## src/rtl/alu_rr_scheduler_if.sv

```systemverilog
// Bundle of the requester, shared-ALU and response signals of alu_rr_scheduler.
// slave is the scheduler's view; master is the surrounding clients/ALU/sink.
interface alu_rr_scheduler_if #(
  parameter int NUM_REQ = 4,
  parameter int ID_W    = $clog2(NUM_REQ)
);
  logic [NUM_REQ-1:0]    req_valid;
  logic [NUM_REQ-1:0]    req_ready;
  logic [NUM_REQ*19-1:0] req_cmd;
  logic [18:0]           alu_cmd;
  logic [7:0]            alu_result;
  logic                  rsp_valid;
  logic                  rsp_ready;
  logic [7:0]            rsp_data;
  logic [ID_W-1:0]       rsp_id;
  logic                  rsp_err;

  modport slave (
    input  req_valid, req_cmd, alu_result, rsp_ready,
    output req_ready, alu_cmd, rsp_valid, rsp_data, rsp_id, rsp_err
  );

  modport master (
    output req_valid, req_cmd, alu_result, rsp_ready,
    input  req_ready, alu_cmd, rsp_valid, rsp_data, rsp_id, rsp_err
  );
endinterface

```

## src/rtl/alu_rr_scheduler.sv

```systemverilog
// Round-robin arbiter that feeds one command at a time into a shared 8-bit ALU
// and returns the registered result tagged with the requester index.
//
// Handshakes: a transfer happens on any rising edge where valid and ready are
// both 1. req_ready is a pure function of state, rr_ptr and req_valid, so a
// granted requester completes in the same cycle; rsp_* stay stable while
// rsp_valid=1 and rsp_ready=0.
module alu_rr_scheduler #(
  parameter int NUM_REQ = 4,
  parameter int ID_W    = $clog2(NUM_REQ)
) (
  input  logic                 clk,
  input  logic                 rst_n,
  alu_rr_scheduler_if.slave    bus,
  output logic [1:0]           dbg_state
);

  typedef enum logic [1:0] {
    IDLE = 2'd0,
    EXEC = 2'd1,
    RESP = 2'd2
  } state_t;

  state_t state, state_nxt;

  logic [ID_W-1:0]      rr_ptr;
  logic [18:0]          cmd_q;
  logic [ID_W-1:0]      id_q;
  logic                 rsp_valid_q;
  logic [7:0]           rsp_data_q;
  logic [ID_W-1:0]      rsp_id_q;
  logic                 rsp_err_q;

  logic [2*NUM_REQ-1:0] valid_dbl;
  logic [2*NUM_REQ-1:0] valid_rot;
  logic                 found;
  logic [ID_W:0]        offset;
  logic [ID_W:0]        sum;
  logic [ID_W:0]        nsum;
  logic [ID_W-1:0]      grant;
  logic [ID_W-1:0]      ptr_nxt;
  logic [NUM_REQ-1:0]   ready_vec;
  logic                 legal;

  // Rotating a doubled copy puts requester rr_ptr at bit 0, so the lowest set
  // bit of the rotated vector is the next requester in round-robin order.
  assign valid_dbl = {bus.req_valid, bus.req_valid};
  assign valid_rot = valid_dbl >> rr_ptr;

  always_comb begin
    found  = 1'b0;
    offset = '0;
    for (int k = NUM_REQ - 1; k >= 0; k--) begin
      if (valid_rot[k]) begin
        found  = 1'b1;
        offset = (ID_W+1)'(k);
      end
    end
    sum = {1'b0, rr_ptr} + offset;
    if (sum >= (ID_W+1)'(NUM_REQ)) sum = sum - (ID_W+1)'(NUM_REQ);
    grant = sum[ID_W-1:0];

    nsum = {1'b0, grant} + (ID_W+1)'(1);
    if (nsum >= (ID_W+1)'(NUM_REQ)) nsum = '0;
    ptr_nxt = nsum[ID_W-1:0];
  end

  always_comb begin
    state_nxt = state;
    ready_vec = '0;
    case (state)
      IDLE: begin
        if (found) begin
          ready_vec[grant] = rst_n;
          state_nxt        = EXEC;
        end
      end
      EXEC:    state_nxt = RESP;
      RESP:    if (bus.rsp_ready) state_nxt = IDLE;
      default: state_nxt = IDLE;
    endcase
  end

  always_ff @(posedge clk) begin
    if (!rst_n) state <= IDLE;
    else        state <= state_nxt;
  end

  always_comb begin
    case (cmd_q[18:16])
      3'b100, 3'b010, 3'b001, 3'b110, 3'b011: legal = 1'b1;
      default:                               legal = 1'b0;
    endcase
  end

  always_ff @(posedge clk) begin
    if (!rst_n) begin
      rr_ptr      <= '0;
      cmd_q       <= '0;
      id_q        <= '0;
      rsp_valid_q <= 1'b0;
      rsp_data_q  <= '0;
      rsp_id_q    <= '0;
      rsp_err_q   <= 1'b0;
    end else begin
      case (state)
        IDLE: begin
          if (found) begin
            cmd_q  <= bus.req_cmd[19*grant +: 19];
            id_q   <= grant;
            rr_ptr <= ptr_nxt;
          end
        end
        EXEC: begin
          rsp_data_q  <= legal ? bus.alu_result : 8'h00;
          rsp_err_q   <= ~legal;
          rsp_id_q    <= id_q;
          rsp_valid_q <= 1'b1;
        end
        RESP: begin
          if (bus.rsp_ready) rsp_valid_q <= 1'b0;
        end
        default: ;
      endcase
    end
  end

  assign bus.req_ready = ready_vec;
  assign bus.alu_cmd   = cmd_q;
  assign bus.rsp_valid = rsp_valid_q;
  assign bus.rsp_data  = rsp_data_q;
  assign bus.rsp_id    = rsp_id_q;
  assign bus.rsp_err   = rsp_err_q;
  assign dbg_state     = state;

endmodule
```

## src/flat_wrapper.sv

```systemverilog
// flat-port wrapper written by rule: the top's interface ports become plain ports
module alu_rr_scheduler_flat 
#(
  parameter int NUM_REQ = 4,
  parameter int ID_W    = $clog2(NUM_REQ)
)
  (clk, rst_n, dbg_state, bus_req_valid, bus_req_cmd, bus_alu_result, bus_rsp_ready, bus_req_ready, bus_alu_cmd, bus_rsp_valid, bus_rsp_data, bus_rsp_id, bus_rsp_err);
  alu_rr_scheduler_if #(.NUM_REQ(NUM_REQ), .ID_W(ID_W)) bus_i ();
  input  logic clk;
  input  logic rst_n;
  output logic [1:0] dbg_state;
  input wire logic [$bits(bus_i.req_valid)-1:0] bus_req_valid;
  input wire logic [$bits(bus_i.req_cmd)-1:0] bus_req_cmd;
  input wire logic [$bits(bus_i.alu_result)-1:0] bus_alu_result;
  input wire logic [$bits(bus_i.rsp_ready)-1:0] bus_rsp_ready;
  output wire logic [$bits(bus_i.req_ready)-1:0] bus_req_ready;
  output wire logic [$bits(bus_i.alu_cmd)-1:0] bus_alu_cmd;
  output wire logic [$bits(bus_i.rsp_valid)-1:0] bus_rsp_valid;
  output wire logic [$bits(bus_i.rsp_data)-1:0] bus_rsp_data;
  output wire logic [$bits(bus_i.rsp_id)-1:0] bus_rsp_id;
  output wire logic [$bits(bus_i.rsp_err)-1:0] bus_rsp_err;
  assign bus_i.req_valid = bus_req_valid;
  assign bus_i.req_cmd = bus_req_cmd;
  assign bus_i.alu_result = bus_alu_result;
  assign bus_i.rsp_ready = bus_rsp_ready;
  assign bus_req_ready = bus_i.req_ready;
  assign bus_alu_cmd = bus_i.alu_cmd;
  assign bus_rsp_valid = bus_i.rsp_valid;
  assign bus_rsp_data = bus_i.rsp_data;
  assign bus_rsp_id = bus_i.rsp_id;
  assign bus_rsp_err = bus_i.rsp_err;
  alu_rr_scheduler #(.NUM_REQ(NUM_REQ), .ID_W(ID_W)) u_core (.clk(clk), .rst_n(rst_n), .bus(bus_i), .dbg_state(dbg_state));
endmodule
```

## config.mk

```make
export PLATFORM = sky130hd
export DESIGN_NAME = alu_rr_scheduler_flat
export DESIGN_NICKNAME = d
export VERILOG_FILES = /design/src/rtl/alu_rr_scheduler_if.sv /design/src/rtl/alu_rr_scheduler.sv /design/src/flat_wrapper.sv
export SDC_FILE = /design/constraint.sdc
export NUM_CORES = 1
export LEC_CHECK = 0
export CORE_MARGIN = 8
export CORE_UTILIZATION = 42
export DETAILED_ROUTE_END_ITERATION = 10
export PLACE_DENSITY = 0.82
export SYNTH_ARGS = -nofsm -noshare
export SYNTH_HDL_FRONTEND = slang
export SYNTH_SLANG_ARGS = --single-unit
```

## constraint.sdc

```tcl
create_clock -name clk -period 4.8 [get_ports clk]
set_clock_uncertainty 0.15 [all_clocks]
set_input_delay 0.96 -clock clk [delete_from_list [all_inputs] [get_ports clk]]
set_output_delay 0.96 -clock clk [all_outputs]
set_load 0.02 [all_outputs]
```

## Word level (Yosys, flattened, before mapping)

Cells that the tools add are included.

| operators by class | value |
|---|---|
| $add $sub $neg | 3 |
| multipliers | 1 |
| divide/modulo/power cells | 0 |
| order comparisons | 4 |
| eq/ne operators | 9 |
| shift-type cells | 2 |
| mux-type cells | 21 |
| bitwise operators | 2 |
| reduce and logical (&&, ||, !) cells | 7 |

Operator list:

| operator | count |
|---|---|
| $shiftx 76x8->19 | 1 |
| $mux 2 | 8 |
| $mux 4 | 2 |
| $mux 8 | 1 |
| $shr 8x2->4 | 1 |
| $mul 5x2->7 const A | 1 |
| $mux 1 | 7 |
| $eq 3x2->1 const B | 2 |
| $eq 3x3->1 const B | 2 |
| $ge 3x3->1 const B | 2 |
| $pmux 2 s3 | 1 |
| $reduce_and 2->1 | 3 |
| $reduce_or 5->1 | 1 |
| $and 4x4->4 | 1 |
| $add 2x1->3 const B | 1 |
| $add 2x2->3 | 1 |
| $eq 3x1->1 const B | 1 |
| $lt 2x3->1 const B | 1 |
| $demux 1 s2 | 1 |
| $eq 2x1->1 const B | 1 |
| $eq 2x2->1 const B | 1 |
| $ge 2x1->1 const B | 1 |
| $logic_not 2->1 | 1 |
| $ne 2x1->1 const B | 1 |
| 6 further kinds | 6 |

| word-level totals | value |
|---|---|
| bits in registers | 37 |
| bits in latches | 0 |
| memory bits (writable) | 0 |
| ROM bits | 0 |
| bits of input ports | 91 |
| output and inout bits | 37 |
| logic and storage cells | 57 |
| memories | 0 |

## Depth between registers and ports, before layout

| depth | value |
|---|---|
| depth after elaboration | 15 |
| depth in mapped cells | 15 |
| depth with buffers taken out | 13 |

## Worst setup path before layout

Ideal clock, no wire load.

| timing | value |
|---|---|
| path type | input -> output |
| from | input port bus_req_valid[0] |
| to | output port bus_req_ready[2] |
| arrival time | 3,356 ps |
| required time | 3,690 ps |
| path slack | 334 ps |
| stages | 11 |
| path buffers | 2 |
| cells stage by stage | buf_2 nor2_1 a221oi_1 a21oi_1 a211o_1 ha_1 xnor2_1 or3_4 buf_12 and2_4 nor3_1 |

| on the way | value |
|---|---|
| longest elaborated chain between the ends | 15 |
| elaborated cells between the ends (all ways) | 21 |
| classes of those cells | add/sub: 2; order compare: 3; shift: 1; mux: 13; bitwise: 1; reduce/logical: 1 |

Ends and longest elaborated chain:

| element | line | text |
|---|---|---|
| start: declaration | flat_wrapper.sv:12 | `input wire logic [$bits(bus_i.req_valid)-1:0] bus_req_valid;` |
| $shr 8x2->4 * | alu_rr_scheduler.sv:48 | `assign valid_rot = valid_dbl >> rr_ptr;` |
| $mux 2 (4 in a row) | alu_rr_scheduler.sv:54 | `if (valid_rot[k]) begin` |
| $add 2x2->3 | alu_rr_scheduler.sv:59 | `sum = {1'b0, rr_ptr} + offset;` |
| $ge 3x3->1 or $sub 2x1->2 (tied branches) | alu_rr_scheduler.sv:60 | `if (sum >= (ID_W+1)'(NUM_REQ)) sum = sum - (ID_W+1)'(NUM_REQ);` |
| $mux 2 | alu_rr_scheduler.sv:60 |  |
| $lt 2x3->1 (implied by the code) or $ge 2x1->1 (tied branches) | alu_rr_scheduler.sv:74 | `ready_vec[grant] = rst_n;` |
| $logic_and 1x1->1 (implied by the code) | alu_rr_scheduler.sv:74 |  |
| $mux 1 (implied by the code) | alu_rr_scheduler.sv:74 |  |
| $demux 1 s2 | - |  |
| $and 4x4->4 (no line) | - |  |
| $mux 4 * | alu_rr_scheduler.sv:73 | `if (found) begin` |
| $mux 4 * | alu_rr_scheduler.sv:71 | `case (state)` |
| end: declaration | flat_wrapper.sv:16 | `output wire logic [$bits(bus_i.req_ready)-1:0] bus_req_ready;` |

Mark *: on every way between the ends. The rest lies on a longest branch, timed or not.

## Worst setup path after layout

| timing | value |
|---|---|
| from | input port bus_req_valid[1] |
| to | output port bus_req_ready[1] |

Same word-level chain as after synthesis.

==> results.md <==
- CP Launch Type: input port
- Total CTS buffers: 5
- Slew headroom: 0.305
- Vias in the first global route: 2941
- Final setup viols: 0
- Met1 usage: 0.199
- FILL cells: 534
- Power per standard cell area: 521 nW/µm²
- Setup crit end kind: output port
- Fmax: 215 MHz
- CP Data Arrival Time: 3.55 ns
- Register bit total from synthesis: 37
- Clock tree from TritonCTS: done
- Gr busiest metal: met2
- Net count, final: 516
- Via count: 2795
- Fin. max-slew vios: 0
- DRC: 0
- Synth Cell Area: 2740 µm²
- Sequential share of power: 0.224
- Die Y: 96.8 µm
- I/O Pins: 128
- Min cycle time layout: 4.66 ns
- Area of the multi-input gates: 1800 µm²
- Syn_nets: 393
- Die area: 9360 µm²
- Crit path kind: input port to output port
- Sw power: 0.000969 W
- Iteration-0 DRC Markers: 87
- Area Growth Syn to Fin: 51.9%
- RSZ-0062 raised after global routing: false
- Synth Flop Type: dfxtp_1
- Final period util: 0.971
- Pin count of the biggest net entering global routing: 60
- Clock transition at the registers of the reported paths: 0.08 ns
- Initial antenna violation count: 0
- Worst Path Required: 3.69 ns
- Global router's overall resource usage: 0.181
- Outcome: complete, no violations
- Share of cells above drive strength 1: 0.182
- Clk sinks: 37
- Slew @ Worst Pin: 1.04 ns
- Fraction of met2 tracks used by global routing: 0.329
- Routed WL per cell: 17.6 µm
- Via-per-instance ratio: 5.58
- Overall routed net length: 8.83 mm
- Sequential fraction of the synthesis area: 0.270
- Port buffer count: 127
- # diodes: 0
- Crit path max fanout: 3
- DP HPWL: 6.64 mm
- Most frequent cells in the layout: clkdlybuf4s50_1, dfxtp_1, nand2_1, nor2_1, nor2b_1
- Root buffer cell: clkbuf_8
- Buffer depth of the longest clock path: 2
- Die W: 96.8 µm
- Detailed Routing Iterations Pass 1: 4
- EDFF count, synth: 0
- Reg area: 741 µm²
- Fin area: 4160 µm²
- Starting Density: 0.434
- Final ANT Viol Nets: 0
- Post-Syn Area per Cell: 9.13 µm²
- Combinational cell fraction of total power: 0.647
- Unique masters post-synth: 44
- Core area: 6310 µm²
- Met3 usage: 0.0455
- Peak VDD IR: 0.642 mV
- HP Class: flop to flop
- Leakage: 1.64 nW
- Clk network pwr share: 0.129
- Max-cap violations: 0
- Pint: 0.00120 W
- Syn Inst Count: 300
- Fin Hold WS: 0.318 ns
- Cell Area, Placed: 4050 µm²
- Maximum level of the CTS H-tree: 2
- Global route total overflow: 0
- First-pass GRT wire length: 14.6 mm
- Async SR Flop Fraction: 0
- Final hold vios: 0
- Switch share: 0.447
- Row count: 29
- Ys Warns: 0
- Clk Latency, worst-skew pair: 0.29 ns
- Most common cell after layout, fill and taps aside: clkdlybuf4s50_1
- Placer Congestion: 0.806
## power groups by stage
stage / Sequential [W] / Clock, W / Combinational [W]
2_1_floorplan: 0.000578 / 0 / 0.000918
3_3_place_gp: 0.000486 / 0 / 0.00138
3_5_place_dp: 0.000489 / 0 / 0.00142
4_1_cts: 0.000484 / 0.000283 / 0.00141
5_1_grt: 0.000497 / 0.000296 / 0.00151
6_report: 0.000485 / 0.000279 / 0.00140
## flip-flops by register name, indices dropped and copies added, names as in the netlist
signal                cells
u_core.bus.alu_cmd       19
u_core.bus.rsp_data       8
u_core.bus.rsp_id         2
u_core.dbg_state          2
u_core.id_q               2
u_core.rr_ptr             2
u_core.bus.rsp_err        1
u_core.bus.rsp_valid      1
## cell usage after synthesis (all sizes together) (8+ instances only)
master | n | area [µm²]
clkbuf | 15 | 66.3
and3 | 21 | 131
nand2 | 29 | 109
dfxtp | 37 | 741
a221oi | 20 | 288
nor2 | 29 | 111
buf | 15 | 141
mux2i | 19 | 190
a22oi | 8 | 60.1
nand3 | 20 | 100
nor2b | 28 | 175
o41ai | 19 | 309
## final timing paths
kind                             start                      to  slack [ns]  cells after the start
setup / recovery      bus_req_valid[1]        bus_req_ready[1]        0.14                     11
hold / removal    u_core.bus.rsp_id[1]    u_core.bus.rsp_id[1]        0.32                      2
setup reg to reg      u_core.rr_ptr[0]  u_core.bus.alu_cmd[17]        1.60                      9
hold reg to reg   u_core.bus.rsp_id[1]    u_core.bus.rsp_id[1]        0.32                      2
## kinds of logic (layout without fill, tap and decap cells)
| kind of cell | Yosys count | in the layout | share of synthesized area |
|---|---|---|---|
| AOI/OAI and AO/OA | 68 | 68 | 0.301 |
| muxes | 19 | 19 | 0.0694 |
| xor gates and xnor gates | 2 | 2 | 0.00639 |
| DFF | 37 | 37 | 0.270 |
| adders and majority gates | 2 | 2 | 0.00913 |
| and+or+nand+nor | 140 | 140 | 0.265 |
| buffers and inverters | 32 | 156 | 0.0785 |
## cell type report
| type | instances | area share |
|---|---|---|
| inverter | 2 | 0.00180 |
| clock buffer | 5 | 0.0165 |
| sequential | 37 | 0.178 |
| timing repair buffer | 146 | 0.338 |
| clock inverter | 3 | 0.0111 |
| multi-input combinational | 231 | 0.432 |
| tap | 77 | 0.0232 |
## through the flow
step                setup TNS, ns  utilization  cells  setup WS [ns]  power (W)
global placement           -0.736        0.641    493         -0.304    0.00187
finish                          0        0.659    501          0.138    0.00217
global route                    0        0.659    501         0.0200    0.00231
detailed placement          -1.04        0.641    493         -0.376    0.00190
floorplan                       0            -    300          0.334    0.00150
CTS                             0        0.660    501         0.0698    0.00218
## critical path: stages
cell and delay [ns]:
clkdlybuf4s50_1 0.47, and2b_1 0.20, a221oi_2 0.22, a21oi_1 0.06, a211o_1 0.25, ha_2 0.18, xnor2_1 0.15, or3_4 0.41
and2_4 0.17, and3_1 0.15, dlygate4sd2_1 0.32
## what timing repair did
item                                   CTS  global route
endpoints found under the hold margin    0             0
pin swaps                                0             1
setup endpoints to repair                4             4
buffers inserted                         0             0
hold buffers                             0             0
gates resized for setup                 11             3
## layer usage
metal | vias up | part of all wire
met5 | - | 0
met4 | 0 | 0.014
met3 | 9 | 0.056
met2 | 76 | 0.53
met1 | 1345 | 0.40
li1 | 1365 | -
No activity file was read; power rests on OpenSTA's default activity.
